**src/rtl/uart_mmio_arbiter.sv**
```systemverilog
// ============================================================
// uart_mmio_arbiter: round-robin two-master arbiter for the UART MMIO port
// Rev 1.0
// ============================================================
`default_nettype none

module uart_mmio_arbiter #(
   parameter int ADDR_W = 4,
   parameter int DATA_W = 32
) (
   input  logic              clk,
   input  logic              rst,
   input  logic              m0_req_i,
   input  logic              m0_we_i,
   input  logic [ADDR_W-1:0] m0_addr_i,
   input  logic [DATA_W-1:0] m0_wdata_i,
   output logic              m0_ack_o,
   output logic [DATA_W-1:0] m0_rdata_o,
   input  logic              m1_req_i,
   input  logic              m1_we_i,
   input  logic [ADDR_W-1:0] m1_addr_i,
   input  logic [DATA_W-1:0] m1_wdata_i,
   output logic              m1_ack_o,
   output logic [DATA_W-1:0] m1_rdata_o,
   output logic [ADDR_W-1:0] addr_o,
   output logic [DATA_W-1:0] wdata_o,
   output logic              wr_en_o,
   output logic              rd_en_o,
   input  logic [DATA_W-1:0] rdata_i,
   output logic              busy_o,
   output logic              grant_id_o
);

   typedef enum logic [1:0] {
      ST_IDLE  = 2'd0,
      ST_ISSUE = 2'd1,
      ST_RESP  = 2'd2
   } state_t;

   state_t              state_q, state_d;
   logic [ADDR_W-1:0]   addr_q, addr_d;
   logic [DATA_W-1:0]   wdata_q, wdata_d;
   logic                we_q, we_d;
   logic                wr_en_q, wr_en_d;
   logic                rd_en_q, rd_en_d;
   logic                ack0_q, ack0_d;
   logic                ack1_q, ack1_d;
   logic                busy_q, busy_d;
   logic                grant_q, grant_d;
   logic                last_q, last_d;

   logic                w_any_req;
   logic                w_win;
   logic                w_sel_we;
   logic [ADDR_W-1:0]   w_sel_addr;
   logic [DATA_W-1:0]   w_sel_wdata;

   // On a tie the master that did not win last time goes next.
   always_comb begin
      w_any_req   = m0_req_i | m1_req_i;
      w_win       = (m0_req_i & m1_req_i) ? ~last_q : m1_req_i;
      w_sel_we    = w_win ? m1_we_i    : m0_we_i;
      w_sel_addr  = w_win ? m1_addr_i  : m0_addr_i;
      w_sel_wdata = w_win ? m1_wdata_i : m0_wdata_i;
   end

   always_comb begin
      state_d = state_q;
      addr_d  = addr_q;
      wdata_d = wdata_q;
      we_d    = we_q;
      grant_d = grant_q;
      last_d  = last_q;
      wr_en_d = 1'b0;
      rd_en_d = 1'b0;
      ack0_d  = 1'b0;
      ack1_d  = 1'b0;
      busy_d  = 1'b0;
      case (state_q)
         ST_IDLE: begin
            if (w_any_req) begin
               state_d = ST_ISSUE;
               grant_d = w_win;
               last_d  = w_win;
               we_d    = w_sel_we;
               addr_d  = w_sel_addr;
               wdata_d = w_sel_wdata;
               wr_en_d = w_sel_we;
               rd_en_d = ~w_sel_we;
               busy_d  = 1'b1;
            end
         end
         ST_ISSUE: begin
            state_d = ST_RESP;
            busy_d  = 1'b1;
            ack0_d  = ~grant_q;
            ack1_d  = grant_q;
         end
         ST_RESP: begin
            state_d = ST_IDLE;
         end
         default: begin
            state_d = ST_IDLE;
         end
      endcase
   end

   always_ff @(posedge clk) begin
      if (rst) begin
         state_q <= ST_IDLE;
         addr_q  <= '0;
         wdata_q <= '0;
         we_q    <= 1'b0;
         wr_en_q <= 1'b0;
         rd_en_q <= 1'b0;
         ack0_q  <= 1'b0;
         ack1_q  <= 1'b0;
         busy_q  <= 1'b0;
         grant_q <= 1'b0;
         last_q  <= 1'b1;
      end else begin
         state_q <= state_d;
         addr_q  <= addr_d;
         wdata_q <= wdata_d;
         we_q    <= we_d;
         wr_en_q <= wr_en_d;
         rd_en_q <= rd_en_d;
         ack0_q  <= ack0_d;
         ack1_q  <= ack1_d;
         busy_q  <= busy_d;
         grant_q <= grant_d;
         last_q  <= last_d;
      end
   end

   // Read data comes straight from the slave register during the ack cycle.
   assign m0_rdata_o = (ack0_q && !we_q) ? rdata_i : '0;
   assign m1_rdata_o = (ack1_q && !we_q) ? rdata_i : '0;

   assign m0_ack_o   = ack0_q;
   assign m1_ack_o   = ack1_q;
   assign addr_o     = addr_q;
   assign wdata_o    = wdata_q;
   assign wr_en_o    = wr_en_q;
   assign rd_en_o    = rd_en_q;
   assign busy_o     = busy_q;
   assign grant_id_o = grant_q;

endmodule

`default_nettype wire

```
**config.mk**
```make
export PLATFORM = sky130hd
export DESIGN_NAME = uart_mmio_arbiter
export DESIGN_NICKNAME = d
export VERILOG_FILES = /design/src/rtl/uart_mmio_arbiter.sv
export SDC_FILE = /design/constraint.sdc
export NUM_CORES = 1
export LEC_CHECK = 0
export BUFFER_PORTS_ARGS = -buffer_cell sky130_fd_sc_hd__buf_4
export CAP_MARGIN = 20
export CORE_MARGIN = 10
export CORE_UTILIZATION = 43
export CTS_BUF_LIST = sky130_fd_sc_hd__clkbuf_8
export DETAILED_ROUTE_END_ITERATION = 10
export PLACE_DENSITY = 0.95
export RECOVER_POWER = 50
export SLEW_MARGIN = 30
export SYNTH_ARGS = -nofsm -noshare
export SYNTH_HDL_FRONTEND = slang
export SYNTH_SLANG_ARGS = --single-unit
```
**constraint.sdc**
```tcl
create_clock -name clk -period 2.15 [get_ports clk]
set_input_delay 0.3225 -clock clk [delete_from_list [all_inputs] [get_ports clk]]
set_output_delay 0.3225 -clock clk [all_outputs]
set_load 0.02 [all_outputs]
```
# Word level (Yosys, flattened, before mapping)
# Cells that the tools add are included.
[word_totals]
reg_bits = 46
inputBits = 110
out_inout_bits = 106
elab_cells = 38
[op_classes]
n_eq_ne = 2
n_mux = 10
n_bitwise = 8
reduce_logical = 7
[op_table]
columns = ["cell", "count"]
rows = [
  ["$mux 32", 3],
  ["$not 1->1", 6],
  ["$mux 4", 1],
  ["$pmux 2 s2", 1],
  ["$mux 1", 3],
  ["$reduce_or 3->1", 1],
  ["$eq 2x1->1 const B", 1],
  ["$logic_and 1x1->1", 2],
  ["$logic_not 2->1", 1],
  ["$mux 2", 1],
  ["$ne 2x2->1 const B", 1],
  ["$pmux 1 s2", 1],
  ["$reduce_and 2->1", 1],
  ["$reduce_or 2->1", 1],
  ["$and 1x1->1", 1],
  ["$logic_not 1->1", 1],
  ["$or 1x1->1", 1],
]

# Depth between registers and ports, before layout
[depth]
word_depth = 4
mapped_depth = 6
depth_no_buf = 3

# Least setup slack after synthesis
# Ideal clock, no wire load.
[synth_timing]
kind = "register to output"
start = "reg ack0_q (netlist: m0_ack_o)"
end = "out m0_rdata_o[10]"
t_arrival_ps = 1136
t_required_ps = 1827
path_slack_ps = 691
path_stages_with_launch = 4
n_path_buf = 1
cell_sequence = "dfxtp_1 -> nor2b_1 -> clkbuf_1 -> and2_1"
[synth_via]
elab_chain_len = 2
[synth_lines]
columns = ["element", "line_no", "source"]
rows = [
  ["from (decl)", "46", "logic ack0_q, ack0_d;"],
  ["from (signal assigned)", "128", "ack0_q <= ack0_d;"],
  ["$logic_and 1x1->1", "137", "assign m0_rdata_o = (ack0_q && !we_q) ? rdata_i : '0;"],
  ["$mux 32", "137", ""],
  ["to (decl)", "18", "output logic [DATA_W-1:0] m0_rdata_o,"],
]
# Every way passes these cells.

# Final worst setup path
[layout_timing]
start = "reg last_q"
end = "reg wdata_q[31] (netlist: wdata_o[31])"
[layout_via]
elab_chain_len = 3
[layout_lines]
columns = ["element", "line_no", "source"]
rows = [
  ["from (decl)", "50", "logic last_q, last_d;"],
  ["from (signal assigned)", "132", "last_q <= last_d;"],
  ["$not 1->1", "61", "w_win = (m0_req_i & m1_req_i) ? ~last_q : m1_req_i;"],
  ["$mux 1", "61", ""],
  ["$mux 32", "64", "w_sel_wdata = w_win ? m1_wdata_i : m0_wdata_i;"],
  ["to (signal assigned)", "124", "wdata_q <= wdata_d;"],
  ["to (decl)", "42", "logic [DATA_W-1:0] wdata_q, wdata_d;"],
]
# Every way passes these cells.
# A chain may end at the register's enable or synchronous reset.

==> impl_metrics.yaml <==
place:
  dpl_cell_area_um2: 4220
  dp_hpwl_um: 8610
  port_buffers: 215
  dp.cells: 578
  place_congestion: 0.972
clock_tree:
  cts_made_buffers: 5
  htreeDepth: 2
  cts_tree: "done"
  clockBufferDepth: 2
  cts_hold_buf: 0
  cts_root_buffer: "clkbuf_8"
  path_clk_slew_ns: 0.08
  post_cts_resized: 0
  cts_post_setup_buffers_inserted: 0
  cts_num_sinks: 46
  clk-insertion-delay-late_ns: 0.29
finish:
  syn_to_final_growth_pct: 55.5
  multiInputGateArea_um2: 1420
  layout.cells.non_filler: 584
  final_cell_mix: "buf_4, nand2_1, and2_1"
  design_area_um2: 4040
  nets: 620
  fillers: 536
  seqCellArea_um2: 921
  drive_gt1_frac: 0.405
  final_common_cell: "buf_4"
  diodes: 0
grt:
  grt_util_met2: 0.383
  grt_max_degree: 44
  gr-usage-met1: 0.217
  track_usage: 0.206
  grt_pass1_wl_um: 16500
  grt_pass1_vias: 3162
  grt_busiest_layer: "met2"
  antenna_found_initial: 0
  overflow: 0
  gr-usage-met3: 0.0754
flow_run:
  drv_cap: 0
setup_path:
  worst_ep_required_time_ns: 2.33
  cp_cell_sequence: "a21bo_1, buf_4, nand2_1, a311oi_1"
  r2r-start: "last_q"
  cp_max_fo: 27
  rr_worst_depth: 4
  r2r_setup_slack_ns: 0.49
  timing.rr.end: "wdata_o[31]"
  worst_setup_path_end_kind: "flop"
  critPathLaunchType: "flop"
  cp.arrival_ns: 1.83
  critical_path_class: "reg -> reg"
  slowest_stage: "dfxtp_1"
  slowest_delay_ns: 0.40
timing:
  tightest_slew_ns: 1.03
  relSlewSlack: 0.313
  setup-violations-final: 0
  tns_ns: 0
  fin_crit_ns: 1.66
  finalHoldViolations: 0
  finClkSkew_ns: 0.00315
  fin_crit_sh: 0.771
  clock.fmax_ghz: 0.604
  rsz0062_at_grt: "no"
  drv_slew: 0
worst_hold_path:
  hp-start: "m0_wdata_i[8]"
  worst_hold_path_type: "in -> reg"
  min_path_cells: 3
  whs_endpoint: "wdata_o[8]"
synth:
  synth_top_area_share: 0.354
  synth_area_um2: 2600
  synth_compound_area_frac: 0.288
  synth_adder_area_share: 0
  ys_types: 23
  synth_top_family_by_area: "simple AND/OR/NAND/NOR gates"
  synth_area_per_cell_um2: 8.38
  yosysTopAreaCell: "dfxtp_1"
  synthMuxAreaShare: 0.00385
  synthXorXnorAreaFrac: 0
  ys_seq_area_frac: 0.354
  yosys.area_share.simple: 0.293
  syn_nets: 420
  ys_ff_latch: 46
  netlist_instances: 310
  synthTopCellsByArea: "dfxtp_1, a311oi_2, and2_1"
  ys_warn_count: 0
floorplan:
  initial_core_util: 0.442
  coreArea_um2: 5890
  die_y_um: 97.7
  die-area_um2: 9550
  io_pins: 216
  num_rows: 28
  fp.dieW_um: 97.7
pwr:
  powerDensity_nw_per_um2: 566
  leakage_nw: 1.92
  vdd_drop_max_mv: 0.379
status:
  status: "finished clean"
route:
  routed_wl_um: 10500
  drtIter0Drc: 144
  drc_errors: 0
  wire_per_inst_um: 17.9
  vias: 3009
  drt_pass1_iterations: 4
  ant_nets: 0
  routed_via_density: 5.15
## cells in the mapped netlist
| cell | instances |
|---|---|
| nor2_2 | 1 |
| nand2_1 | 75 |
| a21bo_2 | 2 |
| and3_1 | 1 |
| a211oi_2 | 1 |
| or2_1 | 1 |
| buf_2 | 10 |
| a311oi_1 | 7 |
| buf_6 | 4 |
| clkbuf_1 | 17 |
| nor3b_1 | 1 |
| a221o_1 | 1 |
| a21oi_1 | 38 |
| a21boi_2 | 1 |
| a311oi_2 | 29 |
| o21a_1 | 1 |
| nor2_1 | 2 |
| nor2b_1 | 4 |
| dfxtp_1 | 46 |
| and2_4 | 1 |
| mux2i_1 | 1 |
| and2_1 | 65 |
| nor3_1 | 1 |
## power by group
group	switching, W	total (W)	internal [W]
clock	0.000265	0.000513	0.000248
combinational	0.000452	0.000780	0.000328
sequential	0.0000486	0.000995	0.000946
total	0.000766	0.00229	0.00152
## per-stage QoR
stage	util	hold slack, ns	total power [W]	setup WS [ns]
6_report	0.686	0.298	0.00229	0.493
3_5_place_dp	0.717	0.456	0.00191	0.512
4_1_cts	0.731	0.290	0.00242	0.496
5_1_grt	0.686	0.293	0.00241	0.358
3_3_place_gp	0.717	0.448	0.00189	0.626
2_1_floorplan	-	0.476	0.00151	0.691
## worst max-delay path: cells and delay by family (launching register included)
family / cells / cell delay [ns]
DFF: 1 / 0.40
and+or+nand+nor: 1 / 0.09
AOI/OAI and AO/OA: 2 / 0.66
buffers and inverters: 1 / 0.38
## layer usage
metal	routed length (um)	vias to the layer above
li1	-	1464
met1	3830	1389
met2	5540	142
met3	947	14
met4	155	0
met5	0	-
## registers in the layout, summed over array words and instances, names as in the netlist
register    count
addr_o          4
busy_o          1
grant_id_o      1
last_q          1
m0_ack_o        1
m1_ack_o        1
rd_en_o         1
state_q         2
wdata_o        32
we_q            1
wr_en_o         1
## worst max-delay path by stage
| stage | from | end | slack [ns] | cells after the start |
|---|---|---|---|---|
| after CTS | m0_ack_o | m0_rdata_o[21] | 0.50 | 4 |
| after global placement | m1_req_i | wdata_o[29] | 0.63 | 5 |
| final | last_q | wdata_o[31] | 0.49 | 4 |
| after detailed placement | m1_req_i | wdata_o[13] | 0.51 | 5 |
| after floorplan | m0_ack_o | m0_rdata_o[10] | 0.69 | 3 |
| after global routing | last_q | wdata_o[13] | 0.36 | 4 |
## cell type report
cell class,count,area share
multi-input combinational,233,0.352
sequential,46,0.228
tap,75,0.0232
clock buffer,6,0.0204
timing repair buffer,224,0.377
## logic make-up (layout without fill, tap and decap cells)
family | after synthesis | count (layout)
flip-flops | 46 | 46
multiplexers | 1 | 1
buffers and inverters | 31 | 230
AO/OA/AOI/OAI | 80 | 80
AND/OR/NAND/NOR | 152 | 152
Power figures use the tool's default switching activity.
